$ cat config.mk
export PLATFORM = sky130hd
export DESIGN_NAME = gray_frame_stats
export DESIGN_NICKNAME = d
export VERILOG_FILES = /design/src/rtl/gray_stats_pkg.sv /design/src/rtl/gray_frame_stats_seq_divider.sv /design/src/rtl/gray_frame_stats.sv
export SDC_FILE = /design/constraint.sdc
export NUM_CORES = 1
export LEC_CHECK = 0
export ABC_CLOCK_PERIOD_IN_PS = 14300
export CAP_MARGIN = 10
export CORE_UTILIZATION = 60
export CTS_BUF_LIST = sky130_fd_sc_hd__clkbuf_4
export DETAILED_ROUTE_END_ITERATION = 16
export DONT_BUFFER_PORTS = 1
export PLACE_DENSITY = 0.74
export SLEW_MARGIN = 30
export SYNTH_ARGS = -nofsm -noshare
export SYNTH_HDL_FRONTEND = slang
export SYNTH_SLANG_ARGS = --single-unit
$ cat constraint.sdc
create_clock -name clk -period 14.3 [get_ports clk]
set_input_delay 2.86 -clock clk [delete_from_list [all_inputs] [get_ports clk]]
set_output_delay 2.86 -clock clk [all_outputs]
set_load 0.02 [all_outputs]
$ cat src/rtl/gray_stats_pkg.sv
// Shared types and width helpers for the gray frame statistics block.
package gray_stats_pkg;

  typedef enum logic [1:0] {
    ACCUM  = 2'd0,
    DIV    = 2'd1,
    REPORT = 2'd2
  } state_t;

  // Largest unsigned value of a w-bit pixel.
  function automatic int pix_max(input int w);
    return (1 << w) - 1;
  endfunction

  localparam int PIX_MAX = pix_max(8);

  // Bits needed to count 0..h*v pixels.
  function automatic int calc_cnt_w(input int h_res, input int v_res);
    return $clog2(h_res * v_res + 1);
  endfunction

  // Sum of h*v pixels of pix_w bits never exceeds this width.
  function automatic int calc_sum_w(input int h_res, input int v_res, input int pix_w);
    return calc_cnt_w(h_res, v_res) + pix_w;
  endfunction

  // Index width for a 0..n-1 counter, at least one bit.
  function automatic int idx_w(input int n);
    return (n > 1) ? $clog2(n) : 1;
  endfunction

endpackage

$ cat src/rtl/gray_frame_stats_seq_divider.sv
// Unsigned restoring divider: one quotient bit per cycle, DW cycles per division.
// The quotient register keeps only the low QW bits; callers guarantee the
// true quotient fits.
module seq_divider #(
  parameter int DW = 12,
  parameter int QW = 8
) (
  input  logic          clk,
  input  logic          rst,
  input  logic          start,
  input  logic [DW-1:0] dividend,
  input  logic [DW-1:0] divisor,
  output logic          busy,
  output logic          done,
  output logic [QW-1:0] quotient
);

  localparam int CW = $clog2(DW + 1);

  logic [CW-1:0] cnt;
  logic [DW-1:0] dvd;
  logic [DW-1:0] rem;
  logic [DW:0]   trial;
  logic          fits;

  // Partial remainder with the next dividend bit shifted in, and the trial compare.
  always_comb begin
    trial = {rem, dvd[DW-1]};
    fits  = (trial >= {1'b0, divisor});
  end

  // Iteration counter and handshake; done is a one-cycle pulse after the last bit.
  always_ff @(posedge clk or posedge rst) begin
    if (rst) begin
      busy <= 1'b0;
      done <= 1'b0;
      cnt  <= '0;
    end else begin
      done <= 1'b0;
      if (start && !busy) begin
        busy <= 1'b1;
        cnt  <= CW'(DW);
      end else if (busy) begin
        cnt <= cnt - CW'(1);
        if (cnt == CW'(1)) begin
          busy <= 1'b0;
          done <= 1'b1;
        end
      end
    end
  end

  // Datapath: shift dividend out MSB first, restore or subtract, shift quotient in.
  always_ff @(posedge clk) begin
    if (start && !busy) begin
      dvd      <= dividend;
      rem      <= '0;
      quotient <= '0;
    end else if (busy) begin
      dvd      <= {dvd[DW-2:0], 1'b0};
      rem      <= fits ? (trial[DW-1:0] - divisor) : trial[DW-1:0];
      quotient <= {quotient[QW-2:0], fits};
    end
  end

endmodule

$ cat src/rtl/gray_frame_stats.sv
// Per-frame gray statistics: min, max, sum, mean and bright-pixel count,
// reported once per H_RES x V_RES frame through a valid/ready handshake.
module gray_frame_stats
  import gray_stats_pkg::*;
#(
  parameter  int H_RES = 320,
  parameter  int V_RES = 240,
  parameter  int PIX_W = 8,
  localparam int CNT_W = calc_cnt_w(H_RES, V_RES),
  localparam int SUM_W = calc_sum_w(H_RES, V_RES, PIX_W)
) (
  input  logic             clk,
  input  logic             rst,
  input  logic             pix_valid,
  output logic             pix_ready,
  input  logic [PIX_W-1:0] pix_gray,
  input  logic [PIX_W-1:0] thr,
  output logic             stats_valid,
  input  logic             stats_ready,
  output logic [PIX_W-1:0] st_min,
  output logic [PIX_W-1:0] st_max,
  output logic [SUM_W-1:0] st_sum,
  output logic [PIX_W-1:0] st_mean,
  output logic [CNT_W-1:0] st_bright,
  output logic [15:0]      frame_cnt
);

  localparam int               N        = H_RES * V_RES;
  localparam int               XW       = idx_w(H_RES);
  localparam int               YW       = idx_w(V_RES);
  localparam logic [CNT_W-1:0] N_DIV    = CNT_W'(N);
  localparam logic [PIX_W-1:0] MIN_INIT = PIX_W'(pix_max(PIX_W));
  localparam logic [XW-1:0]    X_LAST   = XW'(H_RES - 1);
  localparam logic [YW-1:0]    Y_LAST   = YW'(V_RES - 1);

  state_t           state;
  state_t           state_nxt;
  logic [XW-1:0]    x;
  logic [YW-1:0]    y;
  logic [PIX_W-1:0] thr_q;
  logic [PIX_W-1:0] acc_min;
  logic [PIX_W-1:0] acc_max;
  logic [SUM_W-1:0] acc_sum;
  logic [CNT_W-1:0] acc_bright;

  logic             beat;
  logic             first_pix;
  logic             last_pix;
  logic             report_xfer;
  logic [PIX_W-1:0] thr_use;
  logic             pix_bright;
  logic [SUM_W-1:0] sum_nxt;
  logic             div_busy;
  logic             div_done;
  logic [PIX_W-1:0] div_quot;

  // Beat qualifiers; the first beat of a frame uses the live threshold it captures.
  always_comb begin
    beat        = pix_valid && pix_ready;
    first_pix   = (x == '0) && (y == '0);
    last_pix    = (x == X_LAST) && (y == Y_LAST);
    report_xfer = stats_valid && stats_ready;
    thr_use     = first_pix ? thr : thr_q;
    pix_bright  = (pix_gray >= thr_use);
    sum_nxt     = acc_sum + SUM_W'(pix_gray);
  end

  // Dividend is the sum including the final beat, so division starts on that beat.
  seq_divider #(
    .DW(SUM_W),
    .QW(PIX_W)
  ) u_div (
    .clk      (clk),
    .rst      (rst),
    .start    (beat && last_pix),
    .dividend (sum_nxt),
    .divisor  (SUM_W'(N_DIV)),
    .busy     (div_busy),
    .done     (div_done),
    .quotient (div_quot)
  );

  // State register.
  always_ff @(posedge clk or posedge rst) begin
    if (rst) state <= ACCUM;
    else     state <= state_nxt;
  end

  // Next-state logic.
  always_comb begin
    state_nxt = state;
    case (state)
      ACCUM:   if (beat && last_pix)       state_nxt = DIV;
      DIV:     if (div_done && !div_busy)  state_nxt = REPORT;
      REPORT:  if (stats_ready)            state_nxt = ACCUM;
      default:                             state_nxt = ACCUM;
    endcase
  end

  // Handshake outputs decoded from the registered state.
  always_comb begin
    pix_ready   = (state == ACCUM);
    stats_valid = (state == REPORT);
  end

  // Raster position and running accumulators; cleared again once a report is taken.
  always_ff @(posedge clk or posedge rst) begin
    if (rst) begin
      x          <= '0;
      y          <= '0;
      thr_q      <= '0;
      acc_min    <= MIN_INIT;
      acc_max    <= '0;
      acc_sum    <= '0;
      acc_bright <= '0;
    end else if (beat) begin
      if (first_pix) thr_q <= thr;
      if (pix_gray < acc_min) acc_min <= pix_gray;
      if (pix_gray > acc_max) acc_max <= pix_gray;
      acc_sum    <= sum_nxt;
      acc_bright <= acc_bright + CNT_W'(pix_bright);
      if (x == X_LAST) begin
        x <= '0;
        y <= (y == Y_LAST) ? '0 : y + YW'(1);
      end else begin
        x <= x + XW'(1);
      end
    end else if (report_xfer) begin
      x          <= '0;
      y          <= '0;
      acc_min    <= MIN_INIT;
      acc_max    <= '0;
      acc_sum    <= '0;
      acc_bright <= '0;
    end
  end

  // Report registers load as REPORT is entered and hold until the next frame's report.
  always_ff @(posedge clk or posedge rst) begin
    if (rst) begin
      st_min    <= '0;
      st_max    <= '0;
      st_sum    <= '0;
      st_mean   <= '0;
      st_bright <= '0;
      frame_cnt <= '0;
    end else begin
      if ((state == DIV) && div_done) begin
        st_min    <= acc_min;
        st_max    <= acc_max;
        st_sum    <= acc_sum;
        st_mean   <= div_quot;
        st_bright <= acc_bright;
      end
      if (report_xfer) frame_cnt <= frame_cnt + 16'd1;
    end
  end

endmodule
==> impl_metrics.ini, run 1 <==
[clock_network]
cts.clk_slew.worst_paths_ns = 0.06
cts-root-buf = clkbuf_4
post-cts-setup-buffer-count = 0
cts_hold_buf = 0
cts_buffer_depth = 3
post_cts_resized = 0
cts_tree = yes
cts_made_buffers = 60
clock-sinks = 232
worstSkewPairLatency_ns = 0.68
htreeDepth = 2

[worst_setup_path]
cp_top_family = simple AND/OR/NAND/NOR gates
r2r_end = acc_bright[13]
rr_startpoint = x[0]
crit_cells = 6
crit_slowest_cell = nand2_1
crit_path_max_fanout = 49
endpoint_kind = flop
rrSetupSlack_ns = 9.92
cp_cell_sequence = or3b_1, buf_4, nor4_4, nand2_1, a221oi_1, o31ai_1
worstSetupPathType = primary input to flop
critPathArrivalTime_ns = 5.35
critPathBufInv = 1
max_stage_delay_ns = 0.67
required_ns = 14.67
reg2reg_depth = 17
start_kind = primary input

[global_route]
busiest_layer = met2
grt_usage_pct = 25.3
grt_pass1_wl_mm = 39.8
overflow = 0
grt.met3_usage_pct = 5.90
grt_max_degree = 118
antenna_found_initial = 1
use_met1_pct = 35.0
grt_pass1_vias = 7948
gr-usage-met2_pct = 39.2

[die]
die_y_um = 139
die_area_um2 = 19400
num_rows = 49
die_w_um = 139
core_area_um2 = 18200
io_pins = 104
initial_core_util_pct = 62.0

[synthesis]
syn_area_per_cell_um2 = 10.1
synth.distinct_cells = 67
synthCells = 1120
ys.flop_type = dfrtp_1
synth_top_area_share_pct = 36.8
yosys_warnings = 0
async_reset_ff_share_pct = 75.0
synthTopCellsByArea = dfrtp_1 (37%), edfxtp_1 (6.7%), nand2_1 (5.9%)
yosysSeqAreaShare_pct = 51.2
syn-num-nets = 1182
ys_seq_elements = 232
synth_edf_count = 25
netlist_area_um2 = 11300
synth_area_leader_cell = dfrtp_1

[hold_path]
hold_path_class = flop to flop
holdPathEnd = u_div.rem[24]
hold_start = u_div.rem[24]
hold_depth = 2

[sta]
finalSetupViolations = 0
worst_pin_slew_ns = 0.986
slew_viol_final = 0
period_share_pct = 34.8
fmax_mhz = 201
skew_ns = 0.0456
relSlewSlack_pct = 33.9
setup_tns_ns = 0
fin_crit_ns = 4.97
hold_viol_final = 0
rsz0062_at_grt = false

[place]
gp_congestion = 0.822
dpl_cell_area_um2 = 11400
dp_hpwl_mm = 15.6
port_buffers = 0

[run_status]
status = complete, but fails checks
violations = DRC

[final_layout]
nets = 1193
filler_cell_count = 1474
syn2layout_area_growth_pct = 8.77
final_cell_area_um2 = 12300
register_area_um2 = 5780
drive_gt1_share_pct = 16.0
multi_input_area_um2 = 5130

[power]
swShare_pct = 23.5
p_sw_uw = 312
p_per_area_nw_per_um2 = 108
p_leak_nw = 5.71
combPwrFrac_pct = 4.0
power.total_mw = 1.33
p_clk_share_pct = 45.2
p_int_mw = 1.02
pwr-share-seq_pct = 50.8
irDropWorstVdd_mv = 0.0826

[routing]
final_antenna_net_count = 0
drt_iter0_drc = 640
drt-total-wl_mm = 24.3
viasPerCell = 6.02
dr.pass1.iters = 14
drcViolationCount = 7
post_drt_wl_per_cell_um = 17.2
num_vias = 8497

[run]
drv_cap = 0
## power by group through the flow
stage / sequential, mW / clock (mW) / combinational (mW)
floorplan: 0.686 / 0 / 0.0408
global placement: 0.688 / 0 / 0.0519
detailed placement: 0.688 / 0 / 0.0542
CTS: 0.675 / 0.617 / 0.0544
global route: 0.676 / 0.654 / 0.0620
finish: 0.676 / 0.602 / 0.0537
## state kept, by name, summed over array words and instances, names as in the netlist
signal / count
u_div.quotient: 8
u_div.done: 1
thr_q: 8
st_min: 8
frame_cnt: 16
u_div.dvd: 25
u_div.cnt: 5
x: 9
y: 8
st_bright: 17
u_div.busy: 1
u_div.rem: 25
st_sum: 25
acc_sum: 25
st_max: 8
acc_min: 8
acc_bright: 17
st_mean: 8
state: 2
acc_max: 8
## tightest hold or removal path, delay by kind of cell, from the launching register on
kind,cells,cell delay (ns)
flops,1,0.34
compound gates,1,0.05
simple gates,1,0.05
## routing by layer
layer,routed length (µm),share of wire [%]
met3,1590,6.5
met1,10900,45
met4,557,2.3
met5,0,0
met2,11300,46
## how the worst max path moves through the flow
stage                   start            end  slack (ns)
floorplan                 rst  acc_bright[0]        6.74
global placement    pix_valid  u_div.dvd[23]        8.84
detailed placement  pix_valid  u_div.dvd[23]        8.67
CTS                 pix_valid  u_div.dvd[23]        9.38
global route        pix_valid  u_div.dvd[23]        9.17
finish              pix_valid  u_div.dvd[23]        9.33
## layout make-up
cell class | count | area share (%)
repair buffers | 9 | 0.551
clock inverters | 14 | 0.693
well taps | 229 | 2.33
multi-input cells | 781 | 41.8
diodes | 1 | 0.0204
flip-flops and latches | 232 | 47.1
clock buffers | 99 | 6.06
inverters | 47 | 1.50
## per-stage QoR
stage / utilization [%] / hold WS [ns] / setup WS (ns) / instances
final: 67.4 / 0.468 / 9.33 / 1412
after global routing: 67.4 / 0.488 / 9.17 / 1412
after CTS: 67.3 / 0.468 / 9.38 / 1410
after detailed placement: 62.7 / 0.451 / 8.67 / 1297
after global placement: 62.7 / 0.449 / 8.84 / 1297
after floorplan: - / 0.426 / 6.74 / 1120
## kinds of logic after synthesis
kind of cell | count (synthesis) | share of synthesized area, %
AOI/OAI and AO/OA | 244 | 13.5
xor gates and xnor gates | 37 | 2.87
adders and majority gates | 42 | 4.72
buffers and inverters | 107 | 3.60
DFF | 232 | 51.2
muxes | 82 | 7.83
and+or+nand+nor | 376 | 16.3
## synth_stat cells, drive strengths merged, types with 3 or more instances
cell type  count
nor3          11
dfrtp        166
inv           47
nor4b          5
a31oi         11
and3          13
xor2          16
o21ai        114
a22oi          3
xnor2         21
nand2        178
a41oi          3
nand3         34
o311ai         3
a21o           8
mux2i         32
buf            8
ha            41
or3           11
a211oi         6
dfxtp         33
nor4          11
o31ai         12
dfstp          8
o211ai        15
nand4         19
nor2b          6
nand2b         5
nor3b          3
nand4b         6
o21bai         3
clkbuf        52
a32oi          6
a21oi         31
mux2          50
and4           7
or4           10
a32o           3
nor2          45
a22o          11
and2           3
edfxtp        25
## cells in the final DEF, fill, tap and decap left out, types with 12 or more instances in the layout
master,Yosys,final
mux2i_1,32,32
edfxtp_1,25,25
dfrtp_1,166,166
nand3_1,34,34
ha_1,41,41
nor2_1,44,43
inv_1,47,46
o211ai_1,15,15
and3_1,13,13
dfxtp_1,33,33
o21ai_0,114,113
clkbuf_4,0,99
mux2_2,50,50
xor2_1,16,16
nand4_1,19,19
xnor2_1,21,21
o31ai_1,12,12
nand2_1,178,177
a21oi_1,30,29
(Power assumes the default switching activity.)
==> run 2: changes to the inputs <==
ABC_CLOCK_PERIOD_IN_PS = 4450   (was 14300)
PLACE_DENSITY = 0.77   (was 0.74)
clock period = 4.45 ns   (was 14.3 ns; I/O delays follow)
==> run 2 against run 1 <==
First-iteration DRC count fell by 1.7%. Critical path type is now flop to flop. Power rose to 3.2 times the previous value. The run still ends with DRC left. Count of clock-buffer cells in the layout rose by 1. Combinational power rose to 3.2 times the previous value. Flip-flop and latch count did not move. Critical path depth rose by 11. Worst setup slack got worse by 8.6 ns. Largest cell class unchanged. Cell count rose by 0.42%.
==> impl_metrics.ini, run 2 (synthesized netlist as in run 1, its figures left out) <==
[run_status]
status = complete, but fails checks
violations = DRC

[worst_setup_path]
crit_path_max_fanout = 8
max_stage_delay_ns = 0.44
critPathArrivalTime_ns = 4.36
endpoint_kind = flop
cp_top_family = simple AND/OR/NAND/NOR gates
worstSetupPathType = flop to flop
worst_path_most_repeated_cell = ha_1
cp_cell_sequence = inv_1, ha_1, nor3b_1, nand4_1, mux2_2, ha_1, nand2b_1, a21o_1, a21oi_1, o21ai_0, o41a_1, ha_1, ha_1, nand4_1, nor2_1, nand4_1, mux2i_1
crit_slowest_cell = dfrtp_1
required_ns = 5.04
critPathBufInv = 1
start_kind = flop

[power]
p_per_area_nw_per_um2 = 341
irDropWorstVdd_mv = 0.297
p_leak_nw = 5.72

[clock_network]
post-cts-setup-buffer-count = 0
cts.clk_slew.worst_paths_ns = 0.07
cts_made_buffers = 59
cts_tree = yes
worstSkewPairLatency_ns = 0.70
post_cts_resized = 0
htreeDepth = 2
cts_hold_buf = 0
clock-sinks = 232
cts-root-buf = clkbuf_4
cts_buffer_depth = 3

[die]
die_w_um = 139
io_pins = 104
die_y_um = 139
die_area_um2 = 19400
num_rows = 49
initial_core_util_pct = 62.0
core_area_um2 = 18200

[final_layout]
nets = 1201
drive_gt1_share_pct = 16.3
final_util_pct = 67.6
syn2layout_area_growth_pct = 9.12
final_common_cell = nand2_1
final_cell_mix = nand2_1 (177), dfrtp_1 (166), o21ai_0 (114)

[global_route]
grt_max_degree = 117
grt_pass1_vias = 8302
grt_usage_pct = 25.5
grt_pass1_wl_mm = 40.3
antenna_found_initial = 2
overflow = 0

[routing]
dr_wl_met2_mm = 11.3
highest_layer = met4
viasPerCell = 5.98
drt_iter0_drc = 629
num_vias = 8477
drcViolationCount = 8
post_drt_wl_per_cell_um = 16.9
dr.pass1.iters = 13
final_antenna_net_count = 0
drt-total-wl_mm = 24.0
dr_wl_met3_mm = 1.50
wl_met1_mm = 10.8

[place]
gp_congestion = 0.850
dp_hpwl_mm = 15.8
pre_cts_ws_ns = 0.718
port_buffers = 0

[sta]
fmax_mhz = 265
finalSetupViolations = 0
period_share_pct = 84.8
relSlewSlack_pct = 46.1
skew_ns = 0.0430
setup_tns_ns = 0
fin_crit_ns = 3.77
hold_viol_final = 0
rsz0062_at_grt = false
worst_pin_slew_ns = 0.801
fin_ws_ns = 0.678
slew_viol_final = 0

[hold_path]
hold_path_class = primary input to async pin

[run]
drv_cap = 0
-- run 2: changes by cell type in the layout (fill, tap and decap cells not counted), sizes merged --
cell,delta
inv,-1
clkinv,-6
buf,+9
clkbuf,+1
bufinv,-1
diode,+1
clkinvlp,+3
-- run 2: layout make-up --
class,count,area (µm²)
Fill cell,1399,5900
Sequential cell,232,5780
Multi-Input combinational cell,781,5120
Clock buffer,100,751
Tap cell,229,287
Inverter,47,180
Timing Repair Buffer,18,148
Clock inverter,9,41.3
Antenna cell,2,5.00
-- run 2: power by group --
group / internal [mW] / switching, mW / leakage, nW
Sequential: 2.15 / 0.0186 / 2.79
Clock: 1.00 / 0.854 / 0.474
Combinational: 0.0643 / 0.109 / 2.45
-- run 2: through the flow --
| stage | power, mW | hold WS, ns | cells | area [µm²] |
|---|---|---|---|---|
| after floorplan | 2.34 | 0.426 | 1120 | 11300 |
| after global placement | 2.38 | 0.450 | 1307 | 11500 |
| after detailed placement | 2.39 | 0.451 | 1307 | 11500 |
| after CTS | 4.25 | 0.251 | 1416 | 12300 |
| after global routing | 4.39 | 0.283 | 1418 | 12300 |
| final | 4.20 | 0.238 | 1418 | 12300 |
-- run 2: final timing paths --
check	end	slack [ns]	depth (start not counted)	startpoint
max	acc_bright[12]	0.68	17	y[0]
min	st_min[3]	0.24	2	rst
max reg2reg	acc_bright[12]	0.68	17	y[0]
min reg2reg	u_div.quotient[7]	0.47	2	u_div.quotient[7]
max in group asynchronous	st_sum[16]	3.63	2	rst
min in group clk	acc_max[6]	0.33	2	pix_gray[6]
-- run 2: per-layer routing --
metal	GRT usage (%)	up-vias
li1	-	4084
met1	34.0	4093
met2	40.7	250
met3	5.87	50
met4	9.82	0
met5	0	-
==> run 3: changes to the inputs <==
ABC_CLOCK_PERIOD_IN_PS = 3300   (was 4450)
clock period = 3.3 ns   (was 4.45 ns; I/O delays follow)
==> run 3 against run 2 <==
The run ends with DRC, setup timing left. Non-clock buffer count increased by 32. Clock power is 30% higher. Sequential share of layout area down 1.3 points. Global-route usage up 1.8 points. Via count rose by 2.9%.
==> impl_metrics.ini, run 3 (synthesized netlist as in run 1, its figures left out) <==
[run_status]
status = complete, but fails checks
violations = DRC, setup timing

[sta]
period_share_pct = 106
hold_viol_final = 0
fin_crit_ns = 3.50
fmax_mhz = 286
relSlewSlack_pct = 33.5
setup_tns_ns = -1.91
fin_ws_ns = -0.199
rsz0062_at_grt = true
slew_viol_final = 0
skew_ns = 0.0279
whs_ns = 0.113
finalSetupViolations = 13
worst_pin_slew_ns = 0.991

[worst_setup_path]
required_ns = 3.88
start_kind = flop
max_stage_delay_ns = 0.39
cp_cell_sequence = inv_2, ha_4, nor4b_4, nand4_1, mux2_4, ha_4, nand2b_4, a21o_1, a21oi_2, o21ai_1, o41a_1, ha_2, ha_2, nand4_1, buf_4, o211ai_1, o31ai_1
crit_path_max_fanout = 6
worstSetupPathType = flop to flop
critPathArrivalTime_ns = 4.08
crit_slowest_cell = dfrtp_1
endpoint_kind = flop

[power]
p_leak_nw = 5.92
p_per_area_nw_per_um2 = 443
power.total_mw = 5.61
irDropWorstVdd_mv = 0.359

[final_layout]
final_cell_area_um2 = 12700
drive_gt1_share_pct = 19.4
nets = 1235
final_util_pct = 69.6
final_cell_mix = nand2_1 (174), dfrtp_1 (166), o21ai_0 (110)
syn2layout_area_growth_pct = 12.2
final_common_cell = nand2_1
stdcell_count = 1452

[routing]
drt-total-wl_mm = 25.7
num_vias = 8727
drt_iter0_drc = 495
post_drt_wl_per_cell_um = 17.7
dr.pass1.iters = 11
viasPerCell = 6.01
drcViolationCount = 8
final_antenna_net_count = 0

[global_route]
grt_max_degree = 88
antenna_found_initial = 1
grt_usage_pct = 27.3
grt_pass1_wl_mm = 42.8
grt_pass1_vias = 8639
overflow = 0

[run]
drv_cap = 0

[clock_network]
cts_buffer_depth = 3
worstSkewPairLatency_ns = 0.67
cts-root-buf = clkbuf_4
clock-sinks = 232
htreeDepth = 2
cts.clk_slew.worst_paths_ns = 0.07
cts_made_buffers = 61
cts_tree = yes

[hold_path]
hold_path_class = primary input to flop

[place]
pre_cts_ws_ns = -0.258
dp_hpwl_mm = 17.1
dp_cells = 1333
port_buffers = 0
dpl_cell_area_um2 = 11800
gp_congestion = 0.832

[die]
die_y_um = 139
core_area_um2 = 18200
io_pins = 104
num_rows = 49
die_area_um2 = 19400
die_w_um = 139
initial_core_util_pct = 62.0
-- run 3: cell count changes in the layout (fill, tap and decap cells not counted), moves of 3 or more --
cell | previous run | this run
nand2_1 | 177 | 174
clkbuf_4 | 100 | 92
inv_2 | 1 | 4
buf_4 | 17 | 44
ha_1 | 41 | 37
clkinv_1 | 6 | 15
o21ai_1 | 0 | 4
o21ai_0 | 114 | 110
nand2_2 | 0 | 3
-- run 3: what timing repair did --
item                                    in CTS  in global routing
hold buffers                                 1                  0
hold endpoints to repair                    23                  0
resized for setup                            5                 13
gates cloned                                 0                  0
endpoints found under the setup margin      13                 16
pin swaps                                    3                  6
setup buffers                                1                  4
-- run 3: layout make-up --
| type | count | area (µm²) |
|---|---|---|
| sequential | 232 | 5780 |
| multi-input combinational | 781 | 5230 |
| timing repair buffer | 50 | 423 |
| clock buffer | 92 | 691 |
| clock inverter | 19 | 73.8 |
| fill | 1347 | 5540 |
| inverter | 47 | 180 |
| tap | 229 | 287 |
| antenna | 2 | 5.00 |
-- run 3: worst max-delay path: cells and delay by family (launching register included) --
kind            cells  cell delay (ns)
buf+inv             2             0.26
mux                 1             0.38
flops               1             0.39
fa+ha+maj           4             0.71
simple gates        4             0.71
compound gates      6             0.95
-- run 3: per-layer routing --
layer  routed length, µm  vias up  global-route usage, %
met3                1720       33                   5.56
met2               12300      276                   43.9
met4                 312        0                   9.01
li1                    -     4161                      -
met1               11400     4257                   37.2
met5                   0        -                      0
-- run 3: worst paths after layout --
| path | slack (ns) | to | cells after the start | start |
|---|---|---|---|---|
| max in group asynchronous | 1.86 | y[1] | 3 | rst |
| setup / recovery | -0.20 | acc_bright[6] | 17 | x[0] |
| min in group asynchronous | 0.58 | st_bright[7] | 2 | rst |
| hold / removal | 0.11 | acc_max[7] | 2 | pix_gray[7] |
| setup reg to reg | -0.20 | acc_bright[6] | 17 | x[0] |
| hold reg to reg | 0.46 | u_div.quotient[7] | 2 | u_div.quotient[7] |
-- run 3: report_power, final --
| group | internal, mW | total (mW) | switching (mW) |
|---|---|---|---|
| registers | 2.90 | 2.93 | 0.0225 |
| clock network | 1.27 | 2.42 | 1.15 |
| logic | 0.102 | 0.261 | 0.160 |
